$ cat src/rtl/auth_pkg.sv
// Shared definitions for the code-lock authenticator.
//   ST_UNSET/ST_ARMED/ST_LOCKOUT : state encodings
//   auth_state_e                 : typed FSM state built on those encodings
//   cnt_width()                  : bits needed to hold the values 0..max_val
package auth_pkg;

    localparam logic [1:0] ST_UNSET   = 2'd0;
    localparam logic [1:0] ST_ARMED   = 2'd1;
    localparam logic [1:0] ST_LOCKOUT = 2'd2;

    typedef enum logic [1:0] {
        StUnset   = ST_UNSET,
        StArmed   = ST_ARMED,
        StLockout = ST_LOCKOUT
    } auth_state_e;

    function automatic int unsigned cnt_width(input int unsigned max_val);
        return (max_val < 1) ? 1 : $clog2(max_val + 1);
    endfunction

endpackage

$ cat src/rtl/auth_compare.sv
// Combinational code comparator.
//   a, b  : codes to compare (WIDTH bits)
//   eq    : 1 when every bit of a matches b (XNOR reduce)
//   dist  : Hamming distance of a and b; present only when AUTH_HAMMING_EN is defined
module auth_compare #(
    parameter int unsigned WIDTH  = 8,
    parameter int unsigned DIST_W = 4
) (
    input  logic [WIDTH-1:0]  a,
    input  logic [WIDTH-1:0]  b,
`ifdef AUTH_HAMMING_EN
    output logic [DIST_W-1:0] dist,
`endif
    output logic              eq
);

    assign eq = &(~(a ^ b));

`ifdef AUTH_HAMMING_EN
    logic [WIDTH-1:0] diff;
    assign diff = a ^ b;

    always_comb begin
        dist = '0;
        for (int i = 0; i < int'(WIDTH); i++) begin
            dist = dist + DIST_W'(diff[i]);
        end
    end
`endif

endmodule

$ cat src/rtl/nbit_auth_lock.sv
// Sequential code-lock authenticator with failure counting and timed lockout.
// Optional feature: define AUTH_HAMMING_EN to report the Hamming distance of each accepted guess.
//   clk, rst_n          : clock, synchronous active-low reset
//   set_valid, set_code : program the secret code (ignored during lockout)
//   guess_valid, guess_code : submit an attempt (accepted only while armed)
//   armed               : code stored and not locked
//   matched, unmatched  : one-cycle result pulse for the previous accepted guess
//   locked              : lockout active
//   tries_left          : MAX_TRIES minus current consecutive failures
//   mismatch_bits       : Hamming distance of last accepted guess (0 when feature disabled)
module nbit_auth_lock
    import auth_pkg::*;
#(
    parameter int unsigned WIDTH       = 8,
    parameter int unsigned MAX_TRIES   = 3,
    parameter int unsigned LOCK_CYCLES = 16
) (
    input  logic                            clk,
    input  logic                            rst_n,
    input  logic                            set_valid,
    input  logic [WIDTH-1:0]                set_code,
    input  logic                            guess_valid,
    input  logic [WIDTH-1:0]                guess_code,
    output logic                            armed,
    output logic                            matched,
    output logic                            unmatched,
    output logic                            locked,
    output logic [cnt_width(MAX_TRIES)-1:0] tries_left,
    output logic [cnt_width(WIDTH)-1:0]     mismatch_bits
);

    localparam int unsigned TW = cnt_width(MAX_TRIES);
    localparam int unsigned LW = cnt_width(LOCK_CYCLES);
    localparam int unsigned DW = cnt_width(WIDTH);

    localparam logic [TW-1:0] MaxTriesW = TW'(MAX_TRIES);
    localparam logic [TW-1:0] LastTry   = TW'(MAX_TRIES - 1);
    localparam logic [LW-1:0] LockLoad  = LW'(LOCK_CYCLES);

    auth_state_e      state_q, state_d;
    logic [WIDTH-1:0] code_q, code_d;
    logic [TW-1:0]    fail_q, fail_d;
    logic [LW-1:0]    timer_q, timer_d;
    logic             matched_q, matched_d;
    logic             unmatched_q, unmatched_d;
    logic             cmp_eq;

`ifdef AUTH_HAMMING_EN
    logic [DW-1:0] cmp_dist;
    logic [DW-1:0] dist_q, dist_d;
`endif

    auth_compare #(
        .WIDTH  (WIDTH),
        .DIST_W (DW)
    ) u_compare (
        .a    (guess_code),
        .b    (code_q),
`ifdef AUTH_HAMMING_EN
        .dist (cmp_dist),
`endif
        .eq   (cmp_eq)
    );

    always_ff @(posedge clk) begin
        if (!rst_n) begin
            state_q     <= StUnset;
            code_q      <= '0;
            fail_q      <= '0;
            timer_q     <= '0;
            matched_q   <= 1'b0;
            unmatched_q <= 1'b0;
`ifdef AUTH_HAMMING_EN
            dist_q      <= '0;
`endif
        end else begin
            state_q     <= state_d;
            code_q      <= code_d;
            fail_q      <= fail_d;
            timer_q     <= timer_d;
            matched_q   <= matched_d;
            unmatched_q <= unmatched_d;
`ifdef AUTH_HAMMING_EN
            dist_q      <= dist_d;
`endif
        end
    end

    always_comb begin
        state_d     = state_q;
        code_d      = code_q;
        fail_d      = fail_q;
        timer_d     = timer_q;
        matched_d   = 1'b0;
        unmatched_d = 1'b0;
`ifdef AUTH_HAMMING_EN
        dist_d      = dist_q;
`endif
        case (state_q)
            StUnset: begin
                if (set_valid) begin
                    code_d  = set_code;
                    state_d = StArmed;
                end
            end
            StArmed: begin
                // Rekey has priority; a simultaneous guess is dropped.
                if (set_valid) begin
                    code_d = set_code;
                    fail_d = '0;
                end else if (guess_valid) begin
`ifdef AUTH_HAMMING_EN
                    dist_d = cmp_dist;
`endif
                    if (cmp_eq) begin
                        matched_d = 1'b1;
                        fail_d    = '0;
                    end else begin
                        unmatched_d = 1'b1;
                        if (fail_q >= LastTry) begin
                            // Counter parks at MAX_TRIES so tries_left reads 0 while locked.
                            fail_d  = MaxTriesW;
                            timer_d = LockLoad;
                            state_d = StLockout;
                        end else begin
                            fail_d = fail_q + TW'(1);
                        end
                    end
                end
            end
            StLockout: begin
                // Timer holds the locked cycles remaining, including the current one.
                if (timer_q <= LW'(1)) begin
                    timer_d = '0;
                    fail_d  = '0;
                    state_d = StArmed;
                end else begin
                    timer_d = timer_q - LW'(1);
                end
            end
            default: begin
                state_d = StUnset;
            end
        endcase
    end

    assign armed      = (state_q == StArmed);
    assign locked     = (state_q == StLockout);
    assign matched    = matched_q;
    assign unmatched  = unmatched_q;
    assign tries_left = MaxTriesW - fail_q;

`ifdef AUTH_HAMMING_EN
    assign mismatch_bits = dist_q;
`else
    assign mismatch_bits = '0;
`endif

endmodule

$ cat config.mk
export PLATFORM = sky130hd
export DESIGN_NAME = nbit_auth_lock
export DESIGN_NICKNAME = d
export VERILOG_FILES = /design/src/rtl/auth_pkg.sv /design/src/rtl/auth_compare.sv /design/src/rtl/nbit_auth_lock.sv
export SDC_FILE = /design/constraint.sdc
export NUM_CORES = 1
export LEC_CHECK = 0
export ABC_AREA = 1
export CAP_MARGIN = 25
export CORE_AREA = 2 2 55 57
export CTS_BUF_LIST = sky130_fd_sc_hd__clkbuf_16
export DETAILED_ROUTE_END_ITERATION = 7
export DIE_AREA = 0 0 57 59
export PLACE_DENSITY = 0.8
export SLEW_MARGIN = 20
export SYNTH_ARGS = -nofsm -noshare
export SYNTH_HDL_FRONTEND = slang
export SYNTH_SLANG_ARGS = --single-unit
$ cat constraint.sdc
create_clock -name clk -period 1.3 [get_ports clk]
set_input_delay 0.26 -clock clk [delete_from_list [all_inputs] [get_ports clk]]
set_output_delay 0.26 -clock clk [all_outputs]
set_load 0.01 [all_outputs]
# After elaboration in Yosys (flattened, before gate mapping)
# Cells that the tools add are included.
# totals
regBits	19
latch_bits	0
ramBits	0
romBits	0
in_bits	20
out_inout_bits	10
word_cells	55
memories	0
# classes
addsub	3
multipliers	0
div	0
n_lt_le_gt_ge	2
n_eq_ne	9
shifts	0
muxes	21
bitwise	5
n_reduce_logical	9
# ops
operator	n
two-way mux 5 bit	5
two-way mux 2 bit	11
one-hot mux 5 bit (2 select lines)	1
inequality test 2 bit, second input constant	4
NOT 8 bit	1
AND reduction 8 bit	1
XOR 8 bit	1
one-hot mux 2 bit (3 select lines)	1
AND reduction 6 bit	1
less-or-equal comparator 5 x 1 -> 1 bit, second input constant	1
AND reduction 5 bit	1
subtractor 5 x 1 -> 5 bit, second input constant	1
inequality test 2 x 1 -> 1 bit, second input constant	2
one-hot mux 2 bit (2 select lines)	1
OR reduction 4 bit	1
inequality test 3 bit, second input constant	1
NOT 1 bit	3
AND reduction 3 bit	1
adder 2 x 1 -> 2 bit, second input constant	1
== test 2 x 1 -> 1 bit, second input constant	1
== test 2 bit, second input constant	1
>= comparator 2 bit, second input constant	1
logical NOT 2 bit	1
two-way mux 1 bit	2
other kinds (4)	4

# Longest topological paths before layout
# logic_depth
word_depth	7
ltp_mapped	10
depth_no_buf	10

# Cells and area by module
# Synthesis repeated with hierarchy kept, for this count alone.
# hier_totals
cells_unflattened	167
area_unflattened_um2	1098.6
# by_module_without_submodules
mod	instances	cells_per_inst	area_per_inst_um2	seq_area_each_um2
nbit_auth_lock	1	123	933.4	380.4
auth_compare	1	44	165.2	0.0

# Worst setup path after synthesis
# Ideal clock, no wire load.
# synth_path
path_kind	reg-to-reg
startpoint	reg timer_q[1]
endpoint	reg state_q[0]
setup_ns	0.115
t_arrival_ns	1.256
required_time_ns	1.185
path_slack_ns	-0.072
stages_incl_launch_ff	11
period_less_slack_ns	1.372
cell_sequence	dfxtp_1 -> inv_1 -> ha_1 -> o21bai_1 -> nand3_1 -> nand2_1 -> nand2_1 -> inv_1 -> nand3_1 -> o21ai_0 -> inv_1
# synth_via
elab_chain_len	3
# synth_lines
item	line_no	rtl
start, declared	nbit_auth_lock.sv:43	logic [LW-1:0] timer_q, timer_d;
start signal, assigned	nbit_auth_lock.sv:80	timer_q <= timer_d;
less-or-equal comparator 5 x 1 -> 1 bit	nbit_auth_lock.sv:133	if (timer_q <= LW'(1)) begin
inequality test 2 x 1 -> 1 bit (no source line)	n/a	
AND reduction 6 bit (no source line)	n/a	
end signal, assigned	nbit_auth_lock.sv:67	state_q <= StUnset;
end signal, assigned	nbit_auth_lock.sv:77	state_q <= state_d;
end, declared	nbit_auth_lock.sv:40	auth_state_e state_q, state_d;
# Every way passes these cells.
# A chain may end at the register's enable or synchronous reset.

# Worst setup path after layout
# layout_path
startpoint	reg timer_q[1]
endpoint	reg timer_q[4]
# layout_via
elab_chain_len	3
elab_cells_between_ends	4
# layout_lines
item	line_no	rtl
subtractor 5 x 1 -> 5 bit or less-or-equal comparator 5 x 1 -> 1 bit (tied branches)	nbit_auth_lock.sv:138, nbit_auth_lock.sv:133	
two-way mux 5 bit (*)	nbit_auth_lock.sv:133	
one-hot mux 5 bit (2 select lines) (*)	nbit_auth_lock.sv:99	case (state_q)
# Every way passes the cells marked *; elsewhere a longest branch is shown, timed or not.

==> flow_metrics.py <==
metrics = {
    "pwr": {
        "p_int_mw": 1.65,
        "pwr-share-seq_pct": 29.9,
        "power_density_nw_per_um2": 1510,
        "peakVddDrop_mv": 0.844,
        "swShare_pct": 35.0,
        "switching_power_uw": 888,
        "clockPowerShare_pct": 25.1,
        "combinationalPowerShare_pct": 45.0,
        "p_leak_nw": 0.814,
    },
    "clock_tree": {
        "numCtsBuffers": 3,
        "cts_buffer_depth": 2,
        "clock_sink_count": 19,
        "cts_tree": "built",
        "root_buffer": "clkbuf_16",
        "cts.htree.levels": 1,
        "clock_latency_ns": 0.25,
        "cts_hold_buf": 0,
        "cts.clk_slew.worst_paths_ns": 0.05,
    },
    "finish": {
        "fin_nets": 234,
        "multiInputGateArea_um2": 656,
        "area_growth_pct": 56.9,
        "drive_above_1_share_pct": 28.4,
        "final_util_pct": 62.0,
        "diodes": 0,
        "fill_cells": 253,
        "layout.cells.non_filler": 242,
        "regArea_um2": 385,
    },
    "sta": {
        "setup_ws_ns": -0.000192,
        "rsz0062_at_grt": "yes",
        "min_period_ns": 1.30,
        "max_freq_mhz": 769,
        "setup_violations": 1,
        "finalMaxSlewViolations": 0,
        "skew_ns": 0.00105,
        "hold_violations": 0,
        "post-route-period-util_pct": 100,
    },
    "setup_path": {
        "worstRegToRegCells": 7,
        "crit_start": "timer_q[1]",
        "start_kind": "register",
        "r2r-end": "timer_q[4]",
        "setup.worst_path.end": "timer_q[4]",
        "critPathMaxFanout": 2,
        "worstPathRequired_ns": 1.48,
        "r2r_start": "timer_q[1]",
        "worstSetupPathType": "reg2reg",
        "cp.arrival_ns": 1.48,
        "r2r_setup_slack_ns": -0.0002,
        "end_kind": "register",
    },
    "drt": {
        "route.vias.total": 1114,
        "drt_iter0_drc": 12,
        "ant_nets": 0,
        "drtPass1Iterations": 2,
        "wirelength_mm": 2.46,
        "vias_per_cell": 4.60,
        "drc_errors": 0,
        "wl_per_cell_um": 10.1,
    },
    "logic_synthesis": {
        "yosys_warnings": 0,
        "yosysUniqueCellTypes": 26,
        "avgSynthCellArea_um2": 6.65,
        "yosysSeqAreaShare_pct": 35.5,
        "netlist_area_um2": 1070,
        "netlist_instances": 161,
        "ys_ff_latch": 19,
    },
    "place": {
        "hpwlAfterDp_mm": 1.76,
        "place_congestion": 0.813,
        "dp.cells": 232,
        "portBuffers": 25,
    },
    "die": {
        "initial_core_util_pct": 39.5,
        "boundaryPins": 30,
        "dieArea_um2": 3360,
        "fp.coreArea_um2": 2710,
        "die_w_um": 57,
        "rows": 19,
        "die_h_um": 59,
    },
    "grt": {
        "grtUsageTotal_pct": 16.2,
        "gr-total-overflow": 0,
        "grt_pass1_vias": 1028,
        "grt_pass1_wl_mm": 4.26,
        "antenna_found_initial": 0,
        "grt_start_max_net_pins": 12,
    },
    "run_status": {
        "status": "finished with violations",
        "violations": "negative setup slack",
    },
    "hold_path": {
        "min_path_type": "reg2reg",
    },
    "flow_run": {
        "cap_violations": 0,
    },
}
[stage by stage]
step                      power, mW  worst slack [ns]  setup TNS [ns]  instance area (um2)  hold WS [ns]
after floorplan                1.32          -0.00728         -0.0145                 1080         0.383
after global placement         1.65            -0.365           -4.78                 1470         0.454
after detailed placement       1.68            -0.411           -5.17                 1470         0.459
after CTS                      2.44          -0.00505        -0.00505                 1630         0.467
after global routing           2.71           -0.0958          -0.559                 1680         0.497
final                          2.54         -0.000192       -0.000192                 1680         0.465
[power by group through the flow]
stage	clock, mW	combinational (mW)	sequential (mW)
floorplan	0	0.574	0.745
global placement	0	0.905	0.745
detailed placement	0	0.927	0.750
CTS	0.652	1.04	0.749
global route	0.673	1.27	0.771
finish	0.638	1.14	0.758
[layout by cell type (no fill, tap or decap), types with 2 or more instances in the layout]
cell type and instances:
a21oi_1 8, a31oi_1 2, buf_4 22, buf_6 2
clkbuf_16 3, clkdlybuf4s50_1 10, conb_1 4, dfxtp_1 15
dfxtp_2 4, dlygate4sd2_1 13, inv_1 20, inv_2 6
nand2_1 27, nand2_2 4, nand2_4 3, nand3_1 4
nand3_4 2, nand4_1 5, nor2_1 21, nor2_2 4
nor2_4 2, o21ai_0 8, o21ai_1 3, xnor2_1 5
xor2_1 2
[cells by family after synthesis]
group           after synthesis  synth area share [%]
other cells                   1                 0.350
fa+ha+maj                     2                  2.34
compound gates               24                  11.9
flops                        19                  35.5
buf+inv                      33                  13.2
xor+xnor                      7                  5.72
simple gates                 75                  31.0
[worst min path at each step]
stage | from | end | cells after the start
floorplan | rst_n | fail_q[0] | 2
global placement | code_q[0] | code_q[0] | 2
detailed placement | code_q[0] | code_q[0] | 2
CTS | code_q[0] | code_q[0] | 2
global route | code_q[1] | code_q[1] | 2
finish | code_q[0] | code_q[0] | 2
[layout make-up]
type / instances / area share [%]
inverter: 27 / 6.25
sequential: 19 / 22.9
clock inverter: 1 / 0.223
tap: 31 / 2.31
timing repair buffer: 49 / 24.8
multi-input combinational: 112 / 39.0
clock buffer: 3 / 4.47
[critical path, cell delays in order (launching register included)]
cell	delay, ns
dfxtp_2	0.33
inv_2	0.05
ha_4	0.14
o21bai_4	0.17
buf_4	0.14
a211oi_2	0.19
o21ai_1	0.09
a21oi_1	0.12
[registers in the layout, summed over array words and instances, names as in the netlist]
register	count
unmatched	1
code_q	8
fail_q	2
timer_q	5
matched	1
state_q	2
[metal layers]
metal | GRT usage [%] | wire length [um] | share of wire [%] | vias up
li1 | - | - | - | 594
met1 | 20.4 | 1050 | 43 | 491
met2 | 27.6 | 1260 | 51 | 23
met3 | 2.84 | 100 | 4.1 | 6
met4 | 6.98 | 40 | 1.6 | 0
met5 | 0 | 0 | 0 | -
[cell usage after synthesis (all sizes together)]
cell    count  area share (%)
nand2      34              12
nand4       5             2.9
clkinv      1            0.47
clkbuf      1            0.35
nor2       27              10
or2         1            0.58
dfxtp      19              36
buf         5             3.3
o21bai      1            0.70
nor3        1            0.47
a21oi       9             4.2
a211oi      1            0.70
xnor2       5             4.1
nand3       7             4.4
inv        26             9.1
a31oi       2             1.2
ha          2             2.3
conb        1            0.35
o21ai      11             5.1
xor2        2             1.6
[repair_timing]
action / CTS / global route
setup buffers: 5 / 1
pin swaps: 18 / 11
endpoints found under the setup margin: 17 / 13
gates resized for setup: 36 / 17
gates cloned: 0 / 0
(Power assumes the default switching activity.)
